### config.mk
export PLATFORM = sky130hd
export DESIGN_NAME = dp_ram_stream_reader_flat
export DESIGN_NICKNAME = d
export VERILOG_FILES = /design/src/rtl/dp_ram_stream_reader_if.sv /design/src/rtl/dp_ram_stream_reader.sv /design/src/flat_wrapper.sv
export SDC_FILE = /design/constraint.sdc
export NUM_CORES = 1
export LEC_CHECK = 0
export ABC_CLOCK_PERIOD_IN_PS = 3500
export CAP_MARGIN = 0
export CORE_MARGIN = 5
export CORE_UTILIZATION = 50
export CTS_CLUSTER_SIZE = 30
export DETAILED_ROUTE_END_ITERATION = 16
export PLACE_DENSITY = 0.74
export SYNTH_ARGS = -nofsm -noshare
export SYNTH_HDL_FRONTEND = slang
export SYNTH_SLANG_ARGS = --single-unit
### constraint.sdc
create_clock -name clk -period 3.5 [get_ports clk]
set_clock_uncertainty 0.2 [all_clocks]
set_input_delay 0.35 -clock clk [delete_from_list [all_inputs] [get_ports clk]]
set_output_delay 0.35 -clock clk [all_outputs]
set_load 0.1 [all_outputs]
### src/rtl/dp_ram_stream_reader_if.sv
// Command, RAM read-port and output-stream signals of the RAM stream reader.
// master is the reader's view; slave is the view of its environment.
interface dp_ram_stream_reader_if #(
  parameter int unsigned DATA_WIDTH = 16,
  parameter int unsigned ADDR_WIDTH = 8
);
  logic                  start;
  logic [ADDR_WIDTH-1:0] base_addr;
  logic [ADDR_WIDTH:0]   length;
  logic                  busy;
  logic                  done;
  logic [ADDR_WIDTH-1:0] ram_addr;
  logic                  ram_we;
  logic [DATA_WIDTH-1:0] ram_q;
  logic [DATA_WIDTH-1:0] m_data;
  logic                  m_valid;
  logic                  m_ready;

  modport master (
    input  start, base_addr, length, ram_q, m_ready,
    output busy, done, ram_addr, ram_we, m_data, m_valid
  );

  modport slave (
    output start, base_addr, length, ram_q, m_ready,
    input  busy, done, ram_addr, ram_we, m_data, m_valid
  );
endinterface

### src/rtl/dp_ram_stream_reader.sv
// Burst read sequencer for the feature-map RAM.
// Absorbs the RAM read latency and streams words out through a credit-protected skid FIFO.
module dp_ram_stream_reader #(
  parameter int unsigned DATA_WIDTH = 16,
  parameter int unsigned ADDR_WIDTH = 8,
  parameter int unsigned RD_LATENCY = 2,
  parameter int unsigned FIFO_DEPTH = 4
) (
  input  logic                  clk,
  input  logic                  rst,
  dp_ram_stream_reader_if.master bus
);

  localparam int unsigned PTR_W  = $clog2(FIFO_DEPTH);
  localparam int unsigned CNT_W  = PTR_W + 1;
  localparam int unsigned LEN_W  = ADDR_WIDTH + 1;
  localparam int unsigned INFL_W = $clog2(RD_LATENCY + 1);
  localparam int unsigned CRED_W = CNT_W + INFL_W;

  typedef enum logic [1:0] {S_IDLE, S_READ, S_DRAIN} state_t;

  state_t                 state_q, state_nxt;
  logic [ADDR_WIDTH-1:0]  addr_q, addr_nxt;
  logic [LEN_W-1:0]       rem_q, rem_nxt;
  logic [RD_LATENCY-1:0]  pipe_q, pipe_nxt;
  logic [PTR_W-1:0]       wr_ptr_q, wr_ptr_nxt;
  logic [PTR_W-1:0]       rd_ptr_q, rd_ptr_nxt;
  logic [CNT_W-1:0]       cnt_q, cnt_nxt;
  logic [DATA_WIDTH-1:0]  mem_q [FIFO_DEPTH];
  logic [ADDR_WIDTH-1:0]  ram_addr_q, ram_addr_nxt;
  logic [DATA_WIDTH-1:0]  m_data_q, head_nxt;
  logic                   m_valid_q;
  logic                   busy_q;
  logic                   done_q, done_nxt;
  logic                   issue, issue_nxt, push, pop;
  logic [INFL_W-1:0]      infl, infl_nxt;

  // Next-state, issue credit and FIFO bookkeeping
  always_comb begin
    state_nxt = state_q;
    addr_nxt  = addr_q;
    rem_nxt   = rem_q;
    done_nxt  = 1'b0;
    issue     = 1'b0;
    push      = pipe_q[RD_LATENCY-1];
    pop       = m_valid_q & bus.m_ready;
    infl      = '0;
    infl_nxt  = '0;

    for (int i = 0; i < int'(RD_LATENCY); i++) begin
      infl = infl + INFL_W'(pipe_q[i]);
    end

    case (state_q)
      S_IDLE: begin
        if (bus.start) begin
          if (bus.length != '0) begin
            state_nxt = S_READ;
            addr_nxt  = bus.base_addr;
            rem_nxt   = bus.length;
          end else begin
            done_nxt = 1'b1;
          end
        end
      end
      S_READ: begin
        issue = (rem_q != '0) &&
                ((CRED_W'(infl) + CRED_W'(cnt_q)) < CRED_W'(FIFO_DEPTH));
        if (issue) begin
          addr_nxt = addr_q + 1'b1;
          rem_nxt  = rem_q - 1'b1;
        end
      end
      default: ;
    endcase

    pipe_nxt[0] = issue;
    for (int i = 1; i < int'(RD_LATENCY); i++) begin
      pipe_nxt[i] = pipe_q[i-1];
    end
    for (int i = 0; i < int'(RD_LATENCY); i++) begin
      infl_nxt = infl_nxt + INFL_W'(pipe_nxt[i]);
    end

    cnt_nxt    = cnt_q + CNT_W'(push) - CNT_W'(pop);
    wr_ptr_nxt = wr_ptr_q + PTR_W'(push);
    rd_ptr_nxt = rd_ptr_q + PTR_W'(pop);

    // Finish on the edge of the final handoff so done follows it by exactly one cycle
    if ((state_q != S_IDLE) && (rem_nxt == '0)) begin
      if ((pipe_nxt == '0) && (cnt_nxt == '0)) begin
        state_nxt = S_IDLE;
        done_nxt  = 1'b1;
      end else begin
        state_nxt = S_DRAIN;
      end
    end

    // ram_addr is registered, so load it one edge ahead of the cycle that issues
    issue_nxt = (state_nxt == S_READ) && (rem_nxt != '0) &&
                ((CRED_W'(infl_nxt) + CRED_W'(cnt_nxt)) < CRED_W'(FIFO_DEPTH));
    ram_addr_nxt = issue_nxt ? addr_nxt : ram_addr_q;

    // A word pushed into an empty slot becomes the new head directly
    head_nxt = (push && (rd_ptr_nxt == wr_ptr_q)) ? bus.ram_q : mem_q[rd_ptr_nxt];
  end

  always_ff @(posedge clk or posedge rst) begin
    if (rst) begin
      state_q    <= S_IDLE;
      addr_q     <= '0;
      rem_q      <= '0;
      pipe_q     <= '0;
      wr_ptr_q   <= '0;
      rd_ptr_q   <= '0;
      cnt_q      <= '0;
      ram_addr_q <= '0;
      m_data_q   <= '0;
      m_valid_q  <= 1'b0;
      busy_q     <= 1'b0;
      done_q     <= 1'b0;
    end else begin
      state_q    <= state_nxt;
      addr_q     <= addr_nxt;
      rem_q      <= rem_nxt;
      pipe_q     <= pipe_nxt;
      wr_ptr_q   <= wr_ptr_nxt;
      rd_ptr_q   <= rd_ptr_nxt;
      cnt_q      <= cnt_nxt;
      ram_addr_q <= ram_addr_nxt;
      m_data_q   <= head_nxt;
      m_valid_q  <= (cnt_nxt != '0);
      busy_q     <= (state_nxt != S_IDLE);
      done_q     <= done_nxt;
    end
  end

  // FIFO storage needs no reset; occupancy is tracked by the pointers
  always_ff @(posedge clk) begin
    if (push) begin
      mem_q[wr_ptr_q] <= bus.ram_q;
    end
  end

  // The credit rule must keep pushes away from a full FIFO
  always @(posedge clk) begin
    if (!rst) begin
      assert (!(push && !pop && (cnt_q == CNT_W'(FIFO_DEPTH))));
    end
  end

  assign bus.ram_addr = ram_addr_q;
  assign bus.ram_we   = 1'b0;
  assign bus.m_data   = m_data_q;
  assign bus.m_valid  = m_valid_q;
  assign bus.busy     = busy_q;
  assign bus.done     = done_q;

endmodule

### src/flat_wrapper.sv
// flat-port wrapper written by rule: the top's interface ports become plain ports
module dp_ram_stream_reader_flat 
#(
  parameter int unsigned DATA_WIDTH = 16,
  parameter int unsigned ADDR_WIDTH = 8,
  parameter int unsigned RD_LATENCY = 2,
  parameter int unsigned FIFO_DEPTH = 4
)
  (clk, rst, bus_start, bus_base_addr, bus_length, bus_ram_q, bus_m_ready, bus_busy, bus_done, bus_ram_addr, bus_ram_we, bus_m_data, bus_m_valid);
  dp_ram_stream_reader_if #(.DATA_WIDTH(DATA_WIDTH), .ADDR_WIDTH(ADDR_WIDTH)) bus_i ();
  input  logic clk;
  input  logic rst;
  input wire logic [$bits(bus_i.start)-1:0] bus_start;
  input wire logic [$bits(bus_i.base_addr)-1:0] bus_base_addr;
  input wire logic [$bits(bus_i.length)-1:0] bus_length;
  input wire logic [$bits(bus_i.ram_q)-1:0] bus_ram_q;
  input wire logic [$bits(bus_i.m_ready)-1:0] bus_m_ready;
  output wire logic [$bits(bus_i.busy)-1:0] bus_busy;
  output wire logic [$bits(bus_i.done)-1:0] bus_done;
  output wire logic [$bits(bus_i.ram_addr)-1:0] bus_ram_addr;
  output wire logic [$bits(bus_i.ram_we)-1:0] bus_ram_we;
  output wire logic [$bits(bus_i.m_data)-1:0] bus_m_data;
  output wire logic [$bits(bus_i.m_valid)-1:0] bus_m_valid;
  assign bus_i.start = bus_start;
  assign bus_i.base_addr = bus_base_addr;
  assign bus_i.length = bus_length;
  assign bus_i.ram_q = bus_ram_q;
  assign bus_i.m_ready = bus_m_ready;
  assign bus_busy = bus_i.busy;
  assign bus_done = bus_i.done;
  assign bus_ram_addr = bus_i.ram_addr;
  assign bus_ram_we = bus_i.ram_we;
  assign bus_m_data = bus_i.m_data;
  assign bus_m_valid = bus_i.m_valid;
  dp_ram_stream_reader #(.DATA_WIDTH(DATA_WIDTH), .ADDR_WIDTH(ADDR_WIDTH), .RD_LATENCY(RD_LATENCY), .FIFO_DEPTH(FIFO_DEPTH)) u_core (.clk(clk), .rst(rst), .bus(bus_i));
endmodule
---- After elaboration in Yosys (flattened, before gate mapping) ----
Memories as Yosys holds them, arrays and structs flattened. A register that Yosys moved wholly into a read port is not among the register bits.
Cells that the tools add are included.
word-level totals
  flip-flop bits (word level) ............. 39
  memory bits (writable) .................. 64
  bits of input ports ..................... 37
  output and inout bits ................... 28
  word-level logic and storage cells ...... 63
  memories ................................ 1
cells by class
  add/sub/neg operators ................... 10
  order comparisons ....................... 2
  eq/ne operators ......................... 2
  muxes and demuxes ....................... 21
  bitwise logic cells ..................... 1
  reductions and logical operators ........ 15
memories
  name          words  bits a word  rd ports  clocked after Yosys merged registers in  write ports  RTL line                    source
  u_core.mem_q  4      16           1         1                                        1            dp_ram_stream_reader.sv:29  logic [DATA_WIDTH-1:0] mem_q [FIFO_DEPTH];
operators by type and width
  kind                   number
  $mux W9                3
  $reduce_bool A9 Y1     3
  $mux W8                3
  $pmux W9 S2            1
  $pmux W8 S2            1
  $lt A5 B3 Y1 const B   2
  $mux W2                5
  $logic_not A9 Y1       1
  $sub A9 B1 Y9 const B  1
  $add A2 B3 Y4          2
  $add A8 B1 Y8 const B  1
  $mux W1                8
  $logic_and A1 B1 Y1    5
  $add A1 B1 Y2          2
  $add A2 B1 Y2          2
  $eq A2 B1 Y1 const B   2
  $logic_not A2 Y1       2
  $reduce_bool A2 Y1     2
  $add A3 B1 Y3          1
  $logic_not A3 Y1       1
  $reduce_bool A3 Y1     1
  $sub A3 B1 Y3          1
  $and A1 B1 Y1          1

---- Longest topological paths before layout ----
  word-level depth ........................ 12
  mapped depth ............................ 12
  depth with buffers taken out ............ 12

---- Worst setup path after synthesis ----
Ideal clock, no wire load.
  path type ............................... flip-flop to flip-flop
  start point ............................. reg u_core.m_valid_q (netlist: u_core.bus.m_valid)
  end point ............................... reg u_core.ram_addr_q[0] (netlist: u_core.bus.ram_addr[0])
  arrival ................................. 3.136 ns
  required time ........................... 3.174 ns
  path slack .............................. 0.038 ns
  stages on the path, launching flop included .. 10
  clock period less this slack ............ 3.462 ns
  cell sequence ........................... dfrtp_1 > and2_1 > ha_1 > inv_1 > ha_1 > fa_1 > nor2b_1 > a2111oi_1 > o31ai_4 > mux2_2
between the ends
  cells in the longest elaborated chain, start to end .. 9
RTL lines
  item                                                                  RTL line                     source
  from (decl)                                                           dp_ram_stream_reader.sv:32   logic m_valid_q;
  from (signal assigned)                                                dp_ram_stream_reader.sv:132  m_valid_q <= (cnt_nxt != '0);
  $and A1 B1 Y1 (*)                                                     dp_ram_stream_reader.sv:46   pop = m_valid_q & bus.m_ready;
  $sub A3 B1 Y3 (*)                                                     dp_ram_stream_reader.sv:85   cnt_nxt = cnt_q + CNT_W'(push) - CNT_W'(pop);
  named net u_core.cnt_nxt[1]                                           dp_ram_stream_reader.sv:28   logic [CNT_W-1:0] cnt_q, cnt_nxt;
  parallel branches: the longest is 6 deep, another holds $lt A5 B3 Y1  --
  $logic_and A1 B1 Y1 (*)                                               dp_ram_stream_reader.sv:100  issue_nxt = (state_nxt == S_READ) && (rem_nxt != '0) &&
  to (signal assigned)                                                  dp_ram_stream_reader.sv:130  ram_addr_q <= ram_addr_nxt;
  to (decl)                                                             dp_ram_stream_reader.sv:30   logic [ADDR_WIDTH-1:0] ram_addr_q, ram_addr_nxt;
Mark *: on every way through the listed nets, which the timed path passes.
A chain may end at the register's enable or synchronous reset.

---- Worst setup path in the final report ----
  start point ............................. reg u_core.pipe_q[0]
  end point ............................... reg u_core.ram_addr_q[2] (netlist: u_core.bus.ram_addr[2])
between the ends
  cells in the longest elaborated chain, start to end .. 12
RTL lines
  item                                   RTL line                     source
  from (decl)                            dp_ram_stream_reader.sv:25   logic [RD_LATENCY-1:0] pipe_q, pipe_nxt;
  from (signal assigned)                 dp_ram_stream_reader.sv:126  pipe_q <= pipe_nxt;
  $add A1 B1 Y2 (*)                      dp_ram_stream_reader.sv:51   infl = infl + INFL_W'(pipe_q[i]);
  $add A2 B3 Y4 (*)                      dp_ram_stream_reader.sv:68   ((CRED_W'(infl) + CRED_W'(cnt_q)) < CRED_W'(FIFO_DEPTH));
  $lt A5 B3 Y1 (*)                       dp_ram_stream_reader.sv:68
  $logic_and A1 B1 Y1 (*)                dp_ram_stream_reader.sv:67   issue = (rem_q != '0) &&
  $mux W9 (*)                            dp_ram_stream_reader.sv:69   if (issue) begin
  $pmux W9 S2 (*)                        dp_ram_stream_reader.sv:54   case (state_q)
  named net u_core.rem_nxt[1]            dp_ram_stream_reader.sv:24   logic [LEN_W-1:0] rem_q, rem_nxt;
  $logic_not A9 Y1                       dp_ram_stream_reader.sv:90   if ((state_q != S_IDLE) && (rem_nxt == '0)) begin
  $logic_and A1 B1 Y1                    dp_ram_stream_reader.sv:90
  $mux W2                                dp_ram_stream_reader.sv:90
  $eq A2 B1 Y1                           dp_ram_stream_reader.sv:100
  $logic_and A1 B1 Y1 (*) (2 in series)  dp_ram_stream_reader.sv:100
Mark *: on every way through the listed nets, which the timed path passes. The rest lies on a longest branch.

==> results.sh <==
export IMPL_status="finished clean"
export IMPL_worst_ep_arrival_time_ps=3560
export IMPL_mapped_nets=391
export IMPL_timing_critical_path_to_type="flip-flop"
export IMPL_final_setup_viol_count=0
export IMPL_fraction_of_layout_instances_using_a_drive_strength_above_1_pct=26.0
export IMPL_crit_type="flip-flop to flip-flop"
export IMPL_worst_path_max_fanout=8
export IMPL_grt_setup_unrepaired="no"
export IMPL_max_cap_viol_count=0
export IMPL_post_route_antenna_net_violation_count=0
export IMPL_hold_vio_cnt_final=0
export IMPL_tritoncts_num_buffers=17
export IMPL_avgViaCountPerCell=5.60
export IMPL_buffer_ports_inserted=63
export IMPL_cp_startpoint_kind="flip-flop"
export IMPL_post_layout_min_period_ps=3370
export IMPL_worst_endpoint_required_ps=3690
export IMPL_clock_sinks=119
export IMPL_yosysWarnings=0
export IMPL_min_delay_path_class="flip-flop to flip-flop"
export IMPL_track_usage_pct=19.1
export IMPL_synth_enable_flop_cells=64
export IMPL_die_width_um=111
export IMPL_maxSlewHeadroom_pct=34.8
export IMPL_drt_first_pass_iters=4
export IMPL_grt_pass1_vias=3611
export IMPL_timing_worst_slew_pin_value_ps=975
export IMPL_fp_dieH_um=111
export IMPL_drc_errors=0
export IMPL_clock_insertion_delay_worst_skew_ps=510
export IMPL_cell_count_after_synthesis=344
export IMPL_detailedPlacementHpwl_um=7580
export IMPL_first_pass_grt_wire_length_um=18500
export IMPL_finalNetCount=495
export IMPL_congestion_overflow_gr=0
export IMPL_commonest_register_cell_after_synthesis="edfxtp_1"
export IMPL_fmax_mhz=297
export IMPL_drt_initial_drc_count=180
export IMPL_synth_yosys_seq_area_share_pct=64.6
export IMPL_cts_tree="built"
export IMPL_pre_cts_ws_ps=23.0
export IMPL_fp_dieArea_um2=12300
export IMPL_clock_buffer_depth=2
export IMPL_area_growth_pct=31.9
export IMPL_post_route_worst_setup_slack_ps=132
export IMPL_path_clk_slew_ps=60
export IMPL_design_core_area_um2=10100
export IMPL_postSynth_asyncResetShare_pct=46.2
export IMPL_avgSynthCellArea_um2=14.9
export IMPL_post_route_util_pct=66.5
export IMPL_vias=3342
export IMPL_gpl_final_weighted_congestion=0.878
export IMPL_final_max_slew_viol_count=0
export IMPL_detail_route_wirelength_um=11000
export IMPL_io_pins=65
export IMPL_initial_core_util_pct=50.4
export IMPL_layout_worst_path_cycle_share_pct=96.2
export IMPL_syn_cell_area_um2=5110
export IMPL_fin_setup_tns_ps=0
export IMPL_clock_tree_htree_level_count=4
export IMPL_post_drt_wl_per_cell_um=18.4
export IMPL_grt_start_max_net_pins=23
export IMPL_antenna_violations_before_repair=0
export IMPL_placement_rows=37
export IMPL_postSynthRegisterBits=119
export IMPL_cts_root_buf="clkbuf_8"
export IMPL_synth_distinct_cells=56
export IMPL_n_antenna_cell=0
## registers in the layout, summed over array words and instances (netlist names)
register / cells
u_core.addr_q: 8
u_core.bus.busy: 1
u_core.bus.done: 1
u_core.bus.m_data: 16
u_core.bus.m_valid: 1
u_core.bus.ram_addr: 8
u_core.cnt_q: 3
u_core.mem_q: 64
u_core.pipe_q: 2
u_core.rd_ptr_q: 2
u_core.rem_q: 9
u_core.state_q: 2
u_core.wr_ptr_q: 2
## synthesized netlist by cell type (all sizes together), types with 3 or more instances
master,n,area (um^2)
a22oi,3,22.5
nor3,10,50.1
o211ai,3,22.5
xnor2,3,26.3
nand4,5,31.3
nor4,8,65.1
edfxtp,64,1920
nor2,15,56.3
ha,9,113
a221o,5,50.1
mux2,24,270
a22o,3,26.3
nand2,22,82.6
buf,4,21.3
mux4,16,360
a31oi,3,18.8
inv,16,60.1
dfrtp,55,1380
o21ai,13,68.8
nand3,9,45.0
a21oi,9,48.8
clkbuf,8,30.0
xor2,3,26.3
or3,4,30.0
## cell usage in the layout, fill, tap and decap left out, types with 2 or more instances in the layout
master	count
edfxtp_1	64
clkdlybuf4s50_1	63
dfrtp_1	55
buf_4	32
mux2_2	24
nand2_1	22
mux4_2	16
clkbuf_16	16
inv_1	15
nor2_1	15
o21ai_0	11
nand3_1	9
ha_1	9
inv_6	9
nor3_1	8
a21oi_1	8
nor4_1	7
nand4_1	5
a221o_1	5
xnor2_1	3
a22oi_1	3
a22o_1	3
or3_1	3
o211ai_1	3
a31oi_1	3
and2_1	2
nor2b_1	2
nand3b_1	2
xor2_1	2
and3_1	2
nor3_2	2
inv_8	2
## per-layer routing
metal | up-vias | share of wire (%) | track usage [%]
li1 | 1548 | - | -
met1 | 1687 | 42 | 23.6
met2 | 98 | 52 | 32.2
met3 | 9 | 4.5 | 5.29
met4 | 0 | 0.90 | 6.97
met5 | - | 0 | 0
## what timing repair did
item	in CTS	in global routing
resized for setup	1	5
setup buffers	0	3
pin swaps	0	2
endpoints found under the hold margin	8	0
setup endpoints to repair	1	11
hold buffers	1	0
## critical path, cell delays in order, from the launching register on
cell     delay, ps
dfrtp_1        410
ha_1           300
a21oi_2        200
mux2i_4        280
o21a_2         200
o21ai_1        110
a221o_1        350
or3_4          430
o31ai_4        280
buf_12         160
mux2_2         330
## area by class of cell
class / count / area, um^2
Fill cell: 720 / 3400
Sequential cell: 119 / 3300
Multi-Input combinational cell: 197 / 1740
Timing Repair Buffer: 97 / 901
Clock buffer: 17 / 414
Tap cell: 136 / 170
Clock inverter: 15 / 153
Inverter: 16 / 60.1
## worst paths after layout
check | from | end | slack, ps | cells past startpoint
max in group asynchronous | rst | u_core.pipe_q[0] | 1850 | 4
setup reg to reg | u_core.pipe_q[0] | u_core.bus.ram_addr[2] | 130 | 10
min in group asynchronous | rst | u_core.rem_q[8] | 550 | 3
hold / removal | u_core.pipe_q[0] | u_core.pipe_q[1] | 250 | 0
setup / recovery | u_core.pipe_q[0] | u_core.bus.ram_addr[2] | 130 | 10
hold reg to reg | u_core.pipe_q[0] | u_core.pipe_q[1] | 250 | 0
## metrics by stage
step,hold WS [ps],cell area (um^2),cells
floorplan,199,5110,344
CTS,233,6690,594
detailed placement,230,6110,561
global route,251,6740,597
finish,250,6740,597
global placement,212,6110,561
## kinds of logic after synthesis
group / Yosys count / synth area share, %
flops: 119 / 64.6
simple gates: 86 / 8.89
compound gates: 52 / 7.86
mux: 42 / 12.8
buf+inv: 28 / 2.18
fa+ha+maj: 10 / 2.60
xor+xnor: 6 / 1.03
other cells: 1 / 0.0734
Power is not shown: default switching activity piles up to over one toggle a cycle in this logic, so the estimate is an artifact.
